### src/rtl/operand_fetch_if.sv
// Decode-side and EX-side handshake bundles for the operand fetch stage.
// A beat moves on a rising edge when valid && ready; valid may not depend on ready.
interface operand_fetch_if #(
  parameter int CTRL_W = 16
);
  logic              in_valid;
  logic              in_ready;
  logic [4:0]        in_rs1_addr;
  logic [4:0]        in_rs2_addr;
  logic [4:0]        in_rd_addr;
  logic              in_rd_we;
  logic [31:0]       in_pc;
  logic [31:0]       in_imm;
  logic [CTRL_W-1:0] in_ctrl;

  logic              out_valid;
  logic              out_ready;
  logic [31:0]       out_rs1_val;
  logic [31:0]       out_rs2_val;
  logic [31:0]       out_pc;
  logic [31:0]       out_imm;
  logic [CTRL_W-1:0] out_ctrl;
  logic [4:0]        out_rd_addr;
  logic              out_rd_we;

  modport master (
    output in_valid, in_rs1_addr, in_rs2_addr, in_rd_addr, in_rd_we, in_pc, in_imm, in_ctrl,
    input  in_ready,
    input  out_valid, out_rs1_val, out_rs2_val, out_pc, out_imm, out_ctrl, out_rd_addr, out_rd_we,
    output out_ready
  );

  modport slave (
    input  in_valid, in_rs1_addr, in_rs2_addr, in_rd_addr, in_rd_we, in_pc, in_imm, in_ctrl,
    output in_ready,
    output out_valid, out_rs1_val, out_rs2_val, out_pc, out_imm, out_ctrl, out_rd_addr, out_rd_we,
    input  out_ready
  );
endinterface

### src/rtl/operand_fetch.sv
// Operand fetch stage: register-file read with writeback bypass, RAW stalls driven by
// per-register in-flight counters, and a single registered entry toward EX.
module operand_fetch #(
  parameter int CTRL_W = 16,
  parameter int CNT_W  = 2
) (
  input  logic        clk,
  input  logic        rst_n,
  operand_fetch_if.slave io,
  output logic [4:0]  rf_rs1_addr,
  output logic [4:0]  rf_rs2_addr,
  input  logic [31:0] rf_rs1_data,
  input  logic [31:0] rf_rs2_data,
  input  logic        wb_valid,
  input  logic        wb_we,
  input  logic [4:0]  wb_rd_addr,
  input  logic [31:0] wb_rd_data,
  input  logic        flush
);
  localparam logic [CNT_W-1:0] CNT_MAX = {CNT_W{1'b1}};
  localparam logic [CNT_W-1:0] CNT_ONE = CNT_W'(1);

  logic [CNT_W-1:0]  cnt_q [32];
  logic [CNT_W-1:0]  cnt_d [32];
  logic              out_valid_q, out_valid_d;
  logic [31:0]       out_rs1_q, out_rs1_d, out_rs2_q, out_rs2_d;
  logic [31:0]       out_pc_q, out_pc_d, out_imm_q, out_imm_d;
  logic [CTRL_W-1:0] out_ctrl_q, out_ctrl_d;
  logic [4:0]        out_rd_q, out_rd_d;
  logic              out_we_q, out_we_d;

  logic        wb_hit, rs1_haz, rs2_haz, sat_haz, in_ready, accept, xfer, kill;
  logic [31:0] rs1_val, rs2_val;

  assign rf_rs1_addr = io.in_rs1_addr;
  assign rf_rs2_addr = io.in_rs2_addr;

  always_comb begin
    wb_hit  = wb_valid && wb_we;
    rs1_val = (wb_hit && wb_rd_addr == io.in_rs1_addr && io.in_rs1_addr != 5'd0) ? wb_rd_data : rf_rs1_data;
    rs2_val = (wb_hit && wb_rd_addr == io.in_rs2_addr && io.in_rs2_addr != 5'd0) ? wb_rd_data : rf_rs2_data;
    // A single pending write that retires this cycle is covered by the bypass path.
    rs1_haz = io.in_rs1_addr != 5'd0 && cnt_q[io.in_rs1_addr] != '0 &&
              !(cnt_q[io.in_rs1_addr] == CNT_ONE && wb_hit && wb_rd_addr == io.in_rs1_addr);
    rs2_haz = io.in_rs2_addr != 5'd0 && cnt_q[io.in_rs2_addr] != '0 &&
              !(cnt_q[io.in_rs2_addr] == CNT_ONE && wb_hit && wb_rd_addr == io.in_rs2_addr);
    sat_haz = io.in_rd_we && io.in_rd_addr != 5'd0 && cnt_q[io.in_rd_addr] == CNT_MAX;
    in_ready = !flush && (!out_valid_q || io.out_ready) && !(rs1_haz || rs2_haz || sat_haz);
    accept   = io.in_valid && in_ready;
    xfer     = out_valid_q && io.out_ready;
    kill     = flush && out_valid_q && !io.out_ready;
  end

  always_comb begin
    logic             inc;
    logic [1:0]       dec;
    logic [CNT_W:0]   sum;
    inc = 1'b0;
    dec = 2'd0;
    sum = '0;
    for (int r = 0; r < 32; r++) begin
      inc = accept && io.in_rd_we && io.in_rd_addr == 5'(r);
      dec = {1'b0, wb_valid && wb_rd_addr == 5'(r)} +
            {1'b0, kill && out_we_q && out_rd_q == 5'(r)};
      sum = {1'b0, cnt_q[r]} + (CNT_W+1)'(inc);
      if (r == 0 || sum <= (CNT_W+1)'(dec)) cnt_d[r] = '0;
      else                                 cnt_d[r] = CNT_W'(sum - (CNT_W+1)'(dec));
    end
  end

  always_comb begin
    out_valid_d = out_valid_q;
    out_rs1_d   = out_rs1_q;
    out_rs2_d   = out_rs2_q;
    out_pc_d    = out_pc_q;
    out_imm_d   = out_imm_q;
    out_ctrl_d  = out_ctrl_q;
    out_rd_d    = out_rd_q;
    out_we_d    = out_we_q;
    if (accept) begin
      out_valid_d = 1'b1;
      out_rs1_d   = rs1_val;
      out_rs2_d   = rs2_val;
      out_pc_d    = io.in_pc;
      out_imm_d   = io.in_imm;
      out_ctrl_d  = io.in_ctrl;
      out_rd_d    = io.in_rd_addr;
      out_we_d    = io.in_rd_we;
    end else if (xfer || kill) begin
      out_valid_d = 1'b0;
    end
  end

  always_ff @(posedge clk or negedge rst_n) begin
    if (!rst_n) begin
      for (int r = 0; r < 32; r++) cnt_q[r] <= '0;
      out_valid_q <= 1'b0;
      out_rs1_q   <= '0;
      out_rs2_q   <= '0;
      out_pc_q    <= '0;
      out_imm_q   <= '0;
      out_ctrl_q  <= '0;
      out_rd_q    <= '0;
      out_we_q    <= 1'b0;
    end else begin
      for (int r = 0; r < 32; r++) cnt_q[r] <= cnt_d[r];
      out_valid_q <= out_valid_d;
      out_rs1_q   <= out_rs1_d;
      out_rs2_q   <= out_rs2_d;
      out_pc_q    <= out_pc_d;
      out_imm_q   <= out_imm_d;
      out_ctrl_q  <= out_ctrl_d;
      out_rd_q    <= out_rd_d;
      out_we_q    <= out_we_d;
    end
  end

  assign io.in_ready    = in_ready;
  assign io.out_valid   = out_valid_q;
  assign io.out_rs1_val = out_rs1_q;
  assign io.out_rs2_val = out_rs2_q;
  assign io.out_pc      = out_pc_q;
  assign io.out_imm     = out_imm_q;
  assign io.out_ctrl    = out_ctrl_q;
  assign io.out_rd_addr = out_rd_q;
  assign io.out_rd_we   = out_we_q;
endmodule

### src/flat_wrapper.sv
// flat-port wrapper written by rule: the top's interface ports become plain ports
module operand_fetch_flat 
#(
  parameter int CTRL_W = 16,
  parameter int CNT_W  = 2
)
  (clk, rst_n, rf_rs1_addr, rf_rs2_addr, rf_rs1_data, rf_rs2_data, wb_valid, wb_we, wb_rd_addr, wb_rd_data, flush, io_in_valid, io_in_rs1_addr, io_in_rs2_addr, io_in_rd_addr, io_in_rd_we, io_in_pc, io_in_imm, io_in_ctrl, io_in_ready, io_out_valid, io_out_rs1_val, io_out_rs2_val, io_out_pc, io_out_imm, io_out_ctrl, io_out_rd_addr, io_out_rd_we, io_out_ready);
  operand_fetch_if #(.CTRL_W(CTRL_W)) io_i ();
  input  logic clk;
  input  logic rst_n;
  output logic [4:0] rf_rs1_addr;
  output logic [4:0] rf_rs2_addr;
  input  logic [31:0] rf_rs1_data;
  input  logic [31:0] rf_rs2_data;
  input  logic wb_valid;
  input  logic wb_we;
  input  logic [4:0] wb_rd_addr;
  input  logic [31:0] wb_rd_data;
  input  logic flush;
  input wire logic [$bits(io_i.in_valid)-1:0] io_in_valid;
  input wire logic [$bits(io_i.in_rs1_addr)-1:0] io_in_rs1_addr;
  input wire logic [$bits(io_i.in_rs2_addr)-1:0] io_in_rs2_addr;
  input wire logic [$bits(io_i.in_rd_addr)-1:0] io_in_rd_addr;
  input wire logic [$bits(io_i.in_rd_we)-1:0] io_in_rd_we;
  input wire logic [$bits(io_i.in_pc)-1:0] io_in_pc;
  input wire logic [$bits(io_i.in_imm)-1:0] io_in_imm;
  input wire logic [$bits(io_i.in_ctrl)-1:0] io_in_ctrl;
  output wire logic [$bits(io_i.in_ready)-1:0] io_in_ready;
  output wire logic [$bits(io_i.out_valid)-1:0] io_out_valid;
  output wire logic [$bits(io_i.out_rs1_val)-1:0] io_out_rs1_val;
  output wire logic [$bits(io_i.out_rs2_val)-1:0] io_out_rs2_val;
  output wire logic [$bits(io_i.out_pc)-1:0] io_out_pc;
  output wire logic [$bits(io_i.out_imm)-1:0] io_out_imm;
  output wire logic [$bits(io_i.out_ctrl)-1:0] io_out_ctrl;
  output wire logic [$bits(io_i.out_rd_addr)-1:0] io_out_rd_addr;
  output wire logic [$bits(io_i.out_rd_we)-1:0] io_out_rd_we;
  input wire logic [$bits(io_i.out_ready)-1:0] io_out_ready;
  assign io_i.in_valid = io_in_valid;
  assign io_i.in_rs1_addr = io_in_rs1_addr;
  assign io_i.in_rs2_addr = io_in_rs2_addr;
  assign io_i.in_rd_addr = io_in_rd_addr;
  assign io_i.in_rd_we = io_in_rd_we;
  assign io_i.in_pc = io_in_pc;
  assign io_i.in_imm = io_in_imm;
  assign io_i.in_ctrl = io_in_ctrl;
  assign io_in_ready = io_i.in_ready;
  assign io_out_valid = io_i.out_valid;
  assign io_out_rs1_val = io_i.out_rs1_val;
  assign io_out_rs2_val = io_i.out_rs2_val;
  assign io_out_pc = io_i.out_pc;
  assign io_out_imm = io_i.out_imm;
  assign io_out_ctrl = io_i.out_ctrl;
  assign io_out_rd_addr = io_i.out_rd_addr;
  assign io_out_rd_we = io_i.out_rd_we;
  assign io_i.out_ready = io_out_ready;
  operand_fetch #(.CTRL_W(CTRL_W), .CNT_W(CNT_W)) u_core (.clk(clk), .rst_n(rst_n), .io(io_i), .rf_rs1_addr(rf_rs1_addr), .rf_rs2_addr(rf_rs2_addr), .rf_rs1_data(rf_rs1_data), .rf_rs2_data(rf_rs2_data), .wb_valid(wb_valid), .wb_we(wb_we), .wb_rd_addr(wb_rd_addr), .wb_rd_data(wb_rd_data), .flush(flush));
endmodule
### config.mk
export PLATFORM = sky130hd
export DESIGN_NAME = operand_fetch_flat
export DESIGN_NICKNAME = d
export VERILOG_FILES = /design/src/rtl/operand_fetch_if.sv /design/src/rtl/operand_fetch.sv /design/src/flat_wrapper.sv
export SDC_FILE = /design/constraint.sdc
export NUM_CORES = 1
export LEC_CHECK = 0
export BUFFER_PORTS_ARGS = -buffer_cell sky130_fd_sc_hd__buf_2
export CAP_MARGIN = 20
export CORE_UTILIZATION = 54
export CTS_CLUSTER_DIAMETER = 200
export DETAILED_ROUTE_END_ITERATION = 12
export PLACE_DENSITY = 0.86
export RECOVER_POWER = 100
export SLEW_MARGIN = 20
export SYNTH_ARGS = -nofsm -noshare
export SYNTH_HDL_FRONTEND = slang
export SYNTH_SLANG_ARGS = --single-unit
### constraint.sdc
create_clock -name clk -period 5.7 [get_ports clk]
set_input_delay 1.425 -clock clk [delete_from_list [all_inputs] [get_ports clk]]
set_output_delay 1.425 -clock clk [all_outputs]
set_load 0.01 [all_outputs]
==> impl_metrics.ini <==
[run_status]
run_status = complete, but fails checks
violations = capacitance limit, slew limit

[floorplan]
die_w_um = 163.1
dieArea_um2 = 26610
start_util_pct = 55.35
io_pins = 366
fp.dieH_um = 163.1
core_um2 = 25330
num_rows = 58

[synthesis]
synth_seq_area_share_pct = 38.03
synth_edf_count = 0
synth_nets = 1594
async_flop_share_pct = 100.0
ys.flop_type = dfrtp_1
synth_compound_area_share_pct = 4.410
postSynthCellCount = 1235
synth_area_um2 = 14020
synth-seq-cells = 213
yosys.area_share.simple_pct = 11.45
synthAdderAreaFrac_pct = 15.50
yosysUniqueCellTypes = 47
synth.area.mux_share_pct = 25.40
synth_top_family_by_area = multiplexers
synth_xor_area_share_pct = 0.6248
avgSynthCellArea_um2 = 11.35
yosys_warnings = 0

[clocking]
cts_resized = 0
cts_root_buffer = clkbuf_16
clock_sinks = 213
cts_tree = yes
ctsLongestPathBuffers = 3
path_clk_slew_ns = 0.05
postCtsHoldBufs = 0
clock_latency_ns = 0.53
htreeDepth = 1
cts_setup_buffers = 0
cts_buffers = 25

[sta]
finalSetupViolations = 0
hold_viol = 0
worstMarginPinSlew_ns = 2.997
timing.fmax_mhz = 183.8
max_slew_margin_pct = -99.83
fin_crit_ns = 5.441
finalCritPeriodShare_pct = 95.46
drv_slew = 117
rsz0062_at_grt = false
setup_slack_ns = 0.2589
finClkSkew_ns = 0.02768
timing.hold.ws_ns = 0.4883

[route]
vias = 11345
wl_per_cell_um = 20.77
ant_nets = 0
routed_wl_um = 40210
firstDrtPassIters = 5
via_per_inst = 5.860
drt_iter0_markers = 932
drc = 0

[worst_setup_path]
path_cells = clkbuf_1, mux4_2, mux2_2, o221a_2, nand2b_1, nor3b_1, clkbuf_1
crit_top_cell = clkbuf_1
worstSetupStartpoint = io_in_rs1_addr[0]
rr_startpoint = u_core.cnt_q[29]$_DFF_PN0_
path_delay_family = buffers and inverters
cp.arrival_ns = 4.02
cp-end-kind = output port
worstSetupPathType = in -> out
slowest_stage = clkbuf_1
critPathMaxStageDelay_ns = 0.84
required_ns = 4.28
path_buf_inv = 2
path_max_fanout = 18
worst_setup_path_start_kind = input pin

[place]
gp_congestion = 0.9720
pre_cts_ws_ns = -0.06408
dp_hpwl_um = 30240
io_buffers = 365

[power_and_ir_drop]
leakage_nw = 7.910
total_power_mw = 6.480
ir_drop_uv = 378.9
power_density_nw_per_um2 = 385.4

[global_route]
antenna_found_initial = 3
first_global_vias = 11735
grt_start_max_net_pins = 117
grt_pass1_wl_um = 61750
gr-usage-all-layers_pct = 30.07
grt_overflow_total = 0

[finish]
multiInputGateArea_um2 = 8054
nets = 1942
finalCoreUtilization_pct = 66.39
regArea_um2 = 5330
drive_above_1_share_pct = 24.34
final.fill_count = 1972
areaGrowthSynthToFinish_pct = 19.96

[worst_hold_path]
hp-class = reg -> reg
hold_start = u_core.io.out_rs1_val[0]$_DFFE_PN0N_

[run]
max_cap_violations = 1
[through the flow]
step | instances | instance area (um2) | TNS [ns]
2_1_floorplan | 1235 | 14020 | 0
3_3_place_gp | 1886 | 16150 | 0
3_5_place_dp | 1886 | 16150 | -0.1688
4_1_cts | 1932 | 17030 | 0
5_1_grt | 1935 | 16810 | 0
6_report | 1936 | 16810 | 0
[registers in the layout, indices dropped and copies added, names as in the netlist]
name / flops
u_core.cnt_q: 62
u_core.io.out_ctrl: 16
u_core.io.out_imm: 32
u_core.io.out_pc: 32
u_core.io.out_rd_addr: 5
u_core.io.out_rd_we: 1
u_core.io.out_rs1_val: 32
u_core.io.out_rs2_val: 32
u_core.io.out_valid: 1
[cell usage in the layout (no fill, tap or decap), drive strengths merged, types with 6 or more instances in the layout]
master and count:
a21oi 31, and2 32, buf 224, clkbuf 201, dfrtp 213, fa 31
ha 124, inv 84, mux2 226, mux2i 25, mux4 34, nand2 25
nand2b 24, nand3 27, nand3b 6, nor2 127, nor2b 13, nor3 17
nor4 26, o211ai 20, o21ai 35, xnor2 6
[cells in the mapped netlist, types with 6 or more instances]
library cell,count,share of area [%]
dfrtp_1,213,38
mux2_1,148,12
nor2_1,127,3.4
ha_1,124,11
inv_1,83,2.2
mux2_2,78,6.3
o21ai_0,35,1.2
mux4_2,34,5.5
and2_1,32,1.4
a21oi_1,31,1.1
fa_1,31,4.4
clkbuf_1,27,0.72
nand3_1,27,0.96
nor4_1,26,1.2
mux2i_1,25,1.8
nand2_1,25,0.67
nand2b_1,24,1.1
o211ai_1,20,1.1
buf_2,19,0.68
nor3_1,17,0.61
buf_4,15,0.80
nor2b_1,13,0.58
buf_1,6,0.16
nand3b_1,6,0.32
xnor2_1,6,0.37
[cell type report]
class / instances / share of cell area [%]
Clock buffer: 37 / 4.465
Antenna cell: 4 / 0.05953
Tap cell: 330 / 2.456
Timing Repair Buffer: 388 / 10.80
Multi-Input combinational cell: 872 / 47.90
Sequential cell: 213 / 31.70
Inverter: 83 / 1.853
Clock inverter: 9 / 0.7664
[cells by family after synthesis]
group	count (synthesis)
simple gates	320
mux	285
flops	213
fa+ha+maj	155
buf+inv	150
compound gates	102
xor+xnor	10
[layer usage]
layer	wire length (um)	track usage, %	vias to the layer above
li1	-	-	5060
met1	14580	35.25	5451
met2	19580	51.37	684
met3	3931	6.475	150
met4	2118	16.31	0
met5	0	0	-
[final timing paths]
check / cells past startpoint / to / slack (ns)
max in group asynchronous: 2 / u_core.io.out_rs2_val[15]$_DFFE_PN0N_ / 1.06
hold / removal: 1 / u_core.io.out_rs1_val[0]$_DFFE_PN0N_ / 0.49
min in group asynchronous: 1 / u_core.io.out_rs1_val[15]$_DFFE_PN0N_ / 1.81
setup reg to reg: 12 / u_core.cnt_q[45]$_DFF_PN0_ / 1.05
setup / recovery: 7 / io_in_ready / 0.26
hold reg to reg: 1 / u_core.io.out_rs1_val[0]$_DFFE_PN0N_ / 0.49
[report_power, final]
group | switching (mW) | internal (mW)
sequential | 0.490 | 2.17
combinational | 1.20 | 0.936
clock | 0.641 | 1.05
total | 2.33 | 4.15
Power figures use the tool's default switching activity.
